--- config.mk ---
export PLATFORM = sky130hd
export DESIGN_NAME = apb_master_bridge
export DESIGN_NICKNAME = d
export VERILOG_FILES = /design/src/rtl/apb_master_bridge.sv
export SDC_FILE = /design/constraint.sdc
export NUM_CORES = 1
export LEC_CHECK = 0
export CORE_ASPECT_RATIO = 0.5
export CORE_MARGIN = 2
export CORE_UTILIZATION = 42
export DETAILED_ROUTE_END_ITERATION = 6
export PLACE_DENSITY_LB_ADDON = 0.2
export REMOVE_ABC_BUFFERS = 1
export SYNTH_ARGS = -nofsm -noshare
export SYNTH_HDL_FRONTEND = slang
export SYNTH_SLANG_ARGS = --single-unit
--- constraint.sdc ---
create_clock -name pclk -period 2.4 [get_ports pclk]
set_input_delay 0.48 -clock pclk [delete_from_list [all_inputs] [get_ports pclk]]
set_output_delay 0.48 -clock pclk [all_outputs]
set_load 0.02 [all_outputs]
--- src/rtl/apb_master_bridge.sv ---
// apb_master_bridge: single-outstanding core load/store port to APB master, with watchdog abort
module apb_master_bridge #(
  parameter int ADDR_WIDTH = 32,
  parameter int DATA_WIDTH = 32,
  parameter int TIMEOUT    = 255
) (
  input  logic                  pclk,
  input  logic                  presetn,
  input  logic                  cpu_req,
  input  logic                  cpu_we,
  input  logic [ADDR_WIDTH-1:0] cpu_addr,
  input  logic [DATA_WIDTH-1:0] cpu_wdata,
  input  logic [3:0]            cpu_wstrb,
  output logic                  cpu_busy,
  output logic                  cpu_done,
  output logic                  cpu_err,
  output logic [DATA_WIDTH-1:0] cpu_rdata,
  output logic [ADDR_WIDTH-1:0] paddr,
  output logic [DATA_WIDTH-1:0] pdata,
  input  logic [DATA_WIDTH-1:0] prdata,
  output logic                  psel,
  output logic                  penable,
  output logic                  pwrite,
  output logic [3:0]            pstb,
  input  logic                  pready,
  input  logic                  perr
);
  localparam int WW = (TIMEOUT < 1) ? 1 : $clog2(TIMEOUT + 1);
  localparam logic [WW-1:0] WD_LAST = WW'(TIMEOUT - 1);
  typedef enum logic [1:0] {IDLE, SETUP, ACCESS} state_t;
  state_t state;
  logic [WW-1:0] wd;
  // IDLE/SETUP/ACCESS sequencer; every output is a flop updated here
  always_ff @(posedge pclk) begin
    if (!presetn) begin
      state     <= IDLE;
      psel      <= 1'b0;
      penable   <= 1'b0;
      pwrite    <= 1'b0;
      cpu_busy  <= 1'b0;
      cpu_done  <= 1'b0;
      cpu_err   <= 1'b0;
      paddr     <= '0;
      pdata     <= '0;
      pstb      <= '0;
      cpu_rdata <= '0;
      wd        <= '0;
    end else begin
      cpu_done <= 1'b0;
      cpu_err  <= 1'b0;
      case (state)
        IDLE: if (cpu_req) begin
          state    <= SETUP;
          psel     <= 1'b1;
          cpu_busy <= 1'b1;
          paddr    <= cpu_addr;
          pdata    <= cpu_wdata;
          pwrite   <= cpu_we;
          pstb     <= cpu_we ? cpu_wstrb : 4'hF;
          wd       <= '0;
        end
        SETUP: begin
          state   <= ACCESS;
          penable <= 1'b1;
        end
        ACCESS: if (pready) begin
          state    <= IDLE;
          psel     <= 1'b0;
          penable  <= 1'b0;
          cpu_busy <= 1'b0;
          cpu_done <= 1'b1;
          cpu_err  <= perr;
          if (!pwrite) cpu_rdata <= prdata;
        end else if (TIMEOUT != 0 && wd == WD_LAST) begin
          state     <= IDLE;
          psel      <= 1'b0;
          penable   <= 1'b0;
          cpu_busy  <= 1'b0;
          cpu_done  <= 1'b1;
          cpu_err   <= 1'b1;
          cpu_rdata <= '0;
        end else begin
          wd <= wd + 1'b1;
        end
        default: state <= IDLE;
      endcase
    end
  end
endmodule

* Word level (Yosys, flattened, before mapping)
Cells that the tools add are included.
W data, S select, Z words.
** Word-level totals
- Register bits :: 115
- Bits of input ports :: 106
- Logic and storage cells :: 51
** Operators by class
- $add $sub $neg :: 1
- Eq/ne operators :: 8
- Mux-type cells :: 20
- Reductions and logical operators :: 11
** Operator list (number)
- $mux W32 :: 3
- $mux W8 :: 3
- $pmux W8 S2 :: 1
- $add A8 B1 Y8 const B :: 1
- $eq A8 B8 Y1 const B :: 1
- $ne A2 B2 Y1 const B :: 4
- $reduce_and A2 Y1 :: 4
- $mux W1 :: 6
- $mux W2 :: 3
- $pmux W2 S3 :: 1
- $reduce_and A3 Y1 :: 2
- $reduce_bool A2 Y1 :: 3
- $mux W4 :: 1
- $pmux W1 S2 :: 2
- $reduce_and A4 Y1 :: 1
- $ne A3 B3 Y1 const B :: 1
- $eq A2 B1 Y1 const B :: 1
- $eq A2 B2 Y1 const B :: 1
- $logic_not A2 Y1 :: 1

* Logic depth before layout (Yosys ltp)
Gate-level depths: netlist of run 1.
- Word-level depth :: 4
- Mapped depth :: 7
- Mapped depth without buffers :: 6

* Least setup slack after synthesis of run 1
No wires, ideal clock.
- Kind :: flip-flop to flip-flop
- Start point :: register wd[0]
- End point :: register wd[4]
- Setup time :: 0.095 ns
- Arrival time :: 1.367 ns
- Required time :: 2.305 ns
- Slack :: 0.937 ns
- Cell stages (with the launch flop) :: 7
- Path buffers :: 0
- Period minus slack after synthesis :: 1.463 ns
- Cell sequence :: dfxtp_1 inv_1 ha_1 nand3_1 o21ai_1 or4b_1 o311ai_1
** Between the ends
- Word-level cells in the longest chain between the ends :: 4
- Elaborated cells on any way between the ends :: 7
** RTL lines
- from (decl) :: line 32 : logic [WW-1:0] wd;
- from (signal assigned) :: line 83 : wd <= wd + 1'b1;
- $add A8 B1 Y8 :: line 83
- $mux W8 :: line 74 : end else if (TIMEOUT != 0 && wd == WD_LAST) begin
- $mux W8 :: line 66 : ACCESS: if (pready) begin
- $pmux W8 S2 :: line 51 : case (state)
Parallel ways exist; a longest one is shown, timed or not. The select of a mux whose other input is x is not followed.
A chain may end at the register's enable or synchronous reset.

* Final worst setup path of run 1
- Start point :: register pdata[26]
- End point :: output port pdata[26]
** RTL lines
- from (decl) :: line 19 : output logic [DATA_WIDTH-1:0] pdata,
- from (signal assigned) :: line 57 : pdata <= cpu_wdata;
No word-level cell between the ends.

==> impl_metrics.yaml, run 1 <==
global_routing:
  antenna_found_initial: 0
  grt_use_total_pct: 21.97
  grt-ovfl-total: 0
  grt_pass1_wl_um: 17910
  grt_max_degree: 39
  grt_pass1_vias: 3626
sta:
  final_max_slew_viol_count: 0
  fin_crit_ns: 1.870
  tightest_slew_ns: 0.5340
  worst_slack_ns: 0.5305
  final_min_period_over_clock_period_pct: 77.90
  final-setup-viol-count: 0
  fin_setup_tns_ns: 0
  timing.slew.headroom_pct: 64.27
  rsz0062_at_grt: "no"
  finalClockSkew_ns: 0.01028
  fmax_mhz: 534.9
  hold_viol_final: 0
run_status:
  status: "complete, no violations"
setup_path:
  worst_path_max_delay_cell: "clkdlybuf4s50_1"
  slowest_delay_ns: 0.65
  path_cells: "clkdlybuf4s50_1"
  cp-end-kind: "output port"
  critPathArrivalTime_ns: 1.39
  critPathKind: "reg -> out"
  cp_num_buf_inv: 1
  cp_data_required_time_ns: 1.92
  worst-path-max-fanout: 2
  startpoint_type: "flop"
  path_delay_family: "buffers and inverters"
layout:
  diodes: 0
  final_common_cell: "clkdlybuf4s50_1"
  multi_input_area_um2: 1599
  syn2layout_area_growth_pct: 68.77
  fin_cells: 813
  fillCellCount: 730
  drive_above_1_share_pct: 7.375
  layout_common_cells: "211 x clkdlybuf4s50_1, 138 x nand2_1, 115 x dfxtp_1"
  nets: 774
  regArea_um2: 2302
placed_design:
  post-place-ws_ns: 0.2152
  gp_congestion: 0.8999
  portBuffers: 211
  place_inst: 782
  hpwlAfterDp_um: 8011
logic_synthesis:
  synth_cell_types: 42
  avgSynthCellArea_um2: 8.919
  synth_edf_count: 0
  synth_cells: 459
  synth.yosys.warnings: 0
  synth-seq-area-share_pct: 56.23
  ys_ff_latch: 115
  syn-cell-area_um2: 4094
  synthArstFlopShare_pct: 0
  synth_flop_cell: "dfxtp_1"
cts:
  ctsHoldBuffers: 0
  tritoncts: "done"
  numClockSinks: 115
  worstSkewPairLatency_ns: 0.40
  cts_resized: 0
  cts_max_level: 4
  clockBufferDepth: 2
  post-cts-setup-buffer-count: 0
  numCtsBuffers: 17
  cts-root-buf: "clkbuf_16"
  clkTransAtPathRegs_ns: 0.05
drt:
  wl_per_cell_um: 14.55
  finalWirelength_um: 11830
  drt_pass1_iterations: 4
  drt_iter0_markers: 308
  ant_nets: 0
  drcViolationCount: 0
  vias_per_cell: 4.895
  routed-via-count: 3980
floorplanning:
  rows: 25
  die_area_um2: 10600
  die_h_um: 73.81
  core-area_um2: 9447
  initial_core_util_pct: 43.34
  io_pins: 212
  die_x_um: 143.6
pwr:
  p_per_area_nw_per_um2: 769.7
  design_power_total_mw: 5.318
  peakVddDrop_mv: 0.5100
  p_leak_nw: 2.601
worst_hold_path:
  min_path_type: "reg -> reg"
job:
  drv_cap: 0
## logic make-up (layout without fill, tap and decap cells)
group | Yosys count | after routing | share of synthesized area (%)
DFF | 115 | 115 | 56.23
and+or+nand+nor | 189 | 189 | 20.26
AOI/OAI and AO/OA | 116 | 116 | 17.94
adders and majority gates | 2 | 2 | 0.6111
buffers and inverters | 37 | 256 | 4.951
## sequential cells by signal (all words and copies together), names as in the netlist
signal / flops
cpu_rdata: 32
psel: 1
pstb: 4
wd: 8
pwrite: 1
cpu_done: 1
cpu_err: 1
pdata: 32
penable: 1
state: 2
paddr: 32
## metal layers
metal  GRT usage, %  share of wire (%)  vias up
met5              0                  0        -
met4          10.02                1.6        0
met3          8.670                8.2       15
met2          35.29                 48      133
met1          26.32                 42     1846
li1               -                  -     1986
## metrics by stage
stage / utilization, % / hold slack, ns / instance area, um2
after CTS: 73.14 / 0.4525 / 6909
after global placement: 66.87 / 0.4408 / 6317
after detailed placement: 66.87 / 0.4457 / 6317
final: 73.14 / 0.4506 / 6909
after global routing: 73.14 / 0.4684 / 6909
after floorplan: - / 0.4516 / 3899
## where the power goes
part,total [mW],switching (mW),internal [mW]
clock network,2.52,0.856,1.67
logic,0.741,0.355,0.387
registers,2.05,0.0477,2.01
total,5.32,1.26,4.06
## cell type report
cell class	instances	area share [%]
Inverter	2	0.1087
Sequential cell	115	33.32
Clock buffer	20	6.610
Timing Repair Buffer	223	32.42
Clock inverter	11	1.956
Multi-Input combinational cell	307	23.14
Tap cell	135	2.445
## worst paths after layout
| check | depth (start not counted) | slack, ns | from | end |
|---|---|---|---|---|
| max | 1 | 0.53 | pdata[26] | pdata[26] |
| min | 2 | 0.45 | paddr[1] | paddr[1] |
| max reg2reg | 7 | 0.64 | wd[0] | wd[5] |
| min reg2reg | 2 | 0.45 | paddr[1] | paddr[1] |
## cells in the mapped netlist (2+ instances only)
cell      number  area share, %
dfxtp_1      115             56
a22o_1        32            6.8
buf_6          3           0.83
nand4b_1       2           0.43
nand2_1      139             13
nand3_1       10            1.2
and3_1         3           0.46
nand2b_1       2           0.31
a21oi_1       70            8.6
o21ai_0        3           0.37
nor3b_1        4           0.73
buf_1          5           0.46
buf_4          8            1.5
nor2_1         9           0.83
clkbuf_1      10           0.92
nand4_1        4           0.61
ha_1           2           0.61
or4_1          2           0.37
inv_1          2           0.18
nor3_1         5           0.61
buf_2          8           0.98
Power figures use the tool's default switching activity.
==> run 2, diff against run 1 <==
- CORE_UTILIZATION: 42 -> 36
- clock period: 2.4 -> 1.5 ns (I/O delays scaled with it)
==> run 2 against run 1 <==
Compared with the run above: critical endpoint is now cpu_rdata[21]; die area up 16%; final area grew 3.0%; critical path depth increased by 6; core utilization decreased by 8.7 points; register-to-register slack worse by 0.65 ns; via count increased by 3.0%; clock skew is 0.0014 ns lower; combinational power rose by 57%; clock power is 56% higher; sequential share of layout area fell by 0.93 points; cell count is 4.3% higher; the flow now finishes with violations (negative setup slack).
==> impl_metrics.yaml, run 2 (synthesis results as in run 1) <==
run_status:
  status: "finished, violations left"
  violations: "negative setup slack"
sta:
  fmax_mhz: 661.8
  tightest_slew_ns: 0.3945
  timing.slew.headroom_pct: 73.35
  fin_crit_ns: 1.511
  final_min_period_over_clock_period_pct: 100.7
  rsz0062_at_grt: "yes"
  final_max_slew_viol_count: 0
  worst_slack_ns: -0.01109
  fin_setup_tns_ns: -0.02599
  hold_viol_final: 0
  finalClockSkew_ns: 0.008850
  final-setup-viol-count: 5
global_routing:
  grt_max_degree: 45
  grt-ovfl-total: 0
  grt_pass1_vias: 3823
  antenna_found_initial: 0
  grt_use_total_pct: 19.30
  grt_pass1_wl_um: 18920
drt:
  drcViolationCount: 0
  ant_nets: 0
  wl_per_cell_um: 14.30
  drt_pass1_iterations: 5
  routed-via-count: 4099
  finalWirelength_um: 12120
  drt_iter0_markers: 176
  vias_per_cell: 4.834
placed_design:
  gp_congestion: 0.8262
  portBuffers: 211
  hpwlAfterDp_um: 8223
  post-place-ws_ns: -0.3425
  place_area_um2: 6543
cts:
  cts-root-buf: "clkbuf_16"
  numClockSinks: 115
  numCtsBuffers: 17
  ctsHoldBuffers: 0
  tritoncts: "done"
  clkTransAtPathRegs_ns: 0.06
  clockBufferDepth: 2
  worstSkewPairLatency_ns: 0.40
  cts_max_level: 4
floorplanning:
  io_pins: 212
  die_area_um2: 12290
  die_x_um: 154.8
  core-area_um2: 11050
  rows: 27
  initial_core_util_pct: 37.06
  die_h_um: 79.41
pwr:
  p_leak_nw: 3.187
  p_per_area_nw_per_um2: 1175
  clock_power_share_pct: 47.0
  peakVddDrop_mv: 0.8521
  swShare_pct: 25.43
  internal_power_mw: 6.236
  power_frac_seq_pct: 39.2
  p_sw_mw: 2.126
  power_frac_comb_pct: 13.8
layout:
  fillCellCount: 980
  final_common_cell: "nand2_1"
  syn2layout_area_growth_pct: 73.78
  diodes: 0
  layout_common_cells: "138 x nand2_1, 113 x dfxtp_1, 106 x dlygate4sd2_1"
  fin_area_um2: 7114
  drive_above_1_share_pct: 12.23
  nets: 798
  reg_top3: "cpu_rdata (32), paddr (32), pdata (32)"
setup_path:
  critPathArrivalTime_ns: 1.80
  critPathKind: "reg -> reg"
  worst-path-max-fanout: 32
  cp_data_required_time_ns: 1.78
  cp-end-kind: "flop"
  startpoint_type: "flop"
job:
  drv_cap: 0
worst_hold_path:
  min_path_type: "in -> reg"
run 2: changes by cell type in the layout (fill, tap and decap cells not counted), sizes merged:
cell | previous run | this run
clkdlybuf4s50 | 211 | 104
dlygate4sd2 | 0 | 106
buf | 12 | 36
clkbuf | 20 | 17
clkinv | 6 | 8
inv | 2 | 4
bufinv | 3 | 2
clkinvlp | 2 | 3
dlymetal6s2s | 0 | 1
run 2: area by class of cell:
cell class	count	area, um2	share of cell area (%)
flip-flops and latches	115	2305	32.40
clock buffers	17	425.4	5.980
well taps	145	181.4	2.550
multi-input cells	307	1677	23.57
repair buffers	247	2360	33.17
clock inverters	15	158.9	2.234
inverters	2	7.507	0.1055
run 2: path summary, 6_finish.rpt:
path / start / to / slack (ns) / cells after the start
worst max-delay path: wd[1] / cpu_rdata[21] / -0.01 / 7
worst min-delay path: cpu_wdata[2] / pdata[2] / 0.45 / 3
worst max register to register: wd[1] / cpu_rdata[21] / -0.01 / 7
worst min register to register: pdata[29] / pdata[29] / 0.45 / 2
run 2: routing by layer:
| layer | GRT usage [%] | share of wire (%) | up-vias |
|---|---|---|---|
| li1 | - | - | 2042 |
| met1 | 22.70 | 43 | 1917 |
| met2 | 33.62 | 50 | 125 |
| met3 | 5.646 | 5.2 | 15 |
| met4 | 7.778 | 1.5 | 0 |
| met5 | 0 | 0 | - |
run 2: power groups by stage:
stage,combinational (mW),clock (mW),sequential [mW]
final,1.16,3.93,3.28
after global routing,1.25,4.19,3.30
after CTS,1.14,4.03,3.28
after detailed placement,1.24,0,3.35
after global placement,1.23,0,3.34
after floorplan,0.291,0,3.53
run 2: timing repair:
action,4_1_cts,5_1_grt
pin swaps,0,5
gates resized for setup,108,18
setup buffers,0,4
setup endpoints to repair,143,47
run 2: worst max-delay path: stages, from the launching register on:
cell and delay, ns:
dfxtp_2 0.34, buf_6 0.09, ha_4 0.13, nand3_4 0.11, o31ai_4 0.25, a21oi_2 0.10
buf_12 0.17, a22o_1 0.19
run 2: through the flow:
stage          hold WS, ns  utilization [%]  power (mW)  instances
5_1_grt             0.4341            64.40       8.733        848
4_1_cts             0.4277            63.39       8.455        844
3_3_place_gp        0.4404            59.23       4.573        812
6_report            0.4453            64.40       8.363        848
2_1_floorplan       0.4175                -       3.817        424
3_5_place_dp        0.4457            59.23       4.587        812
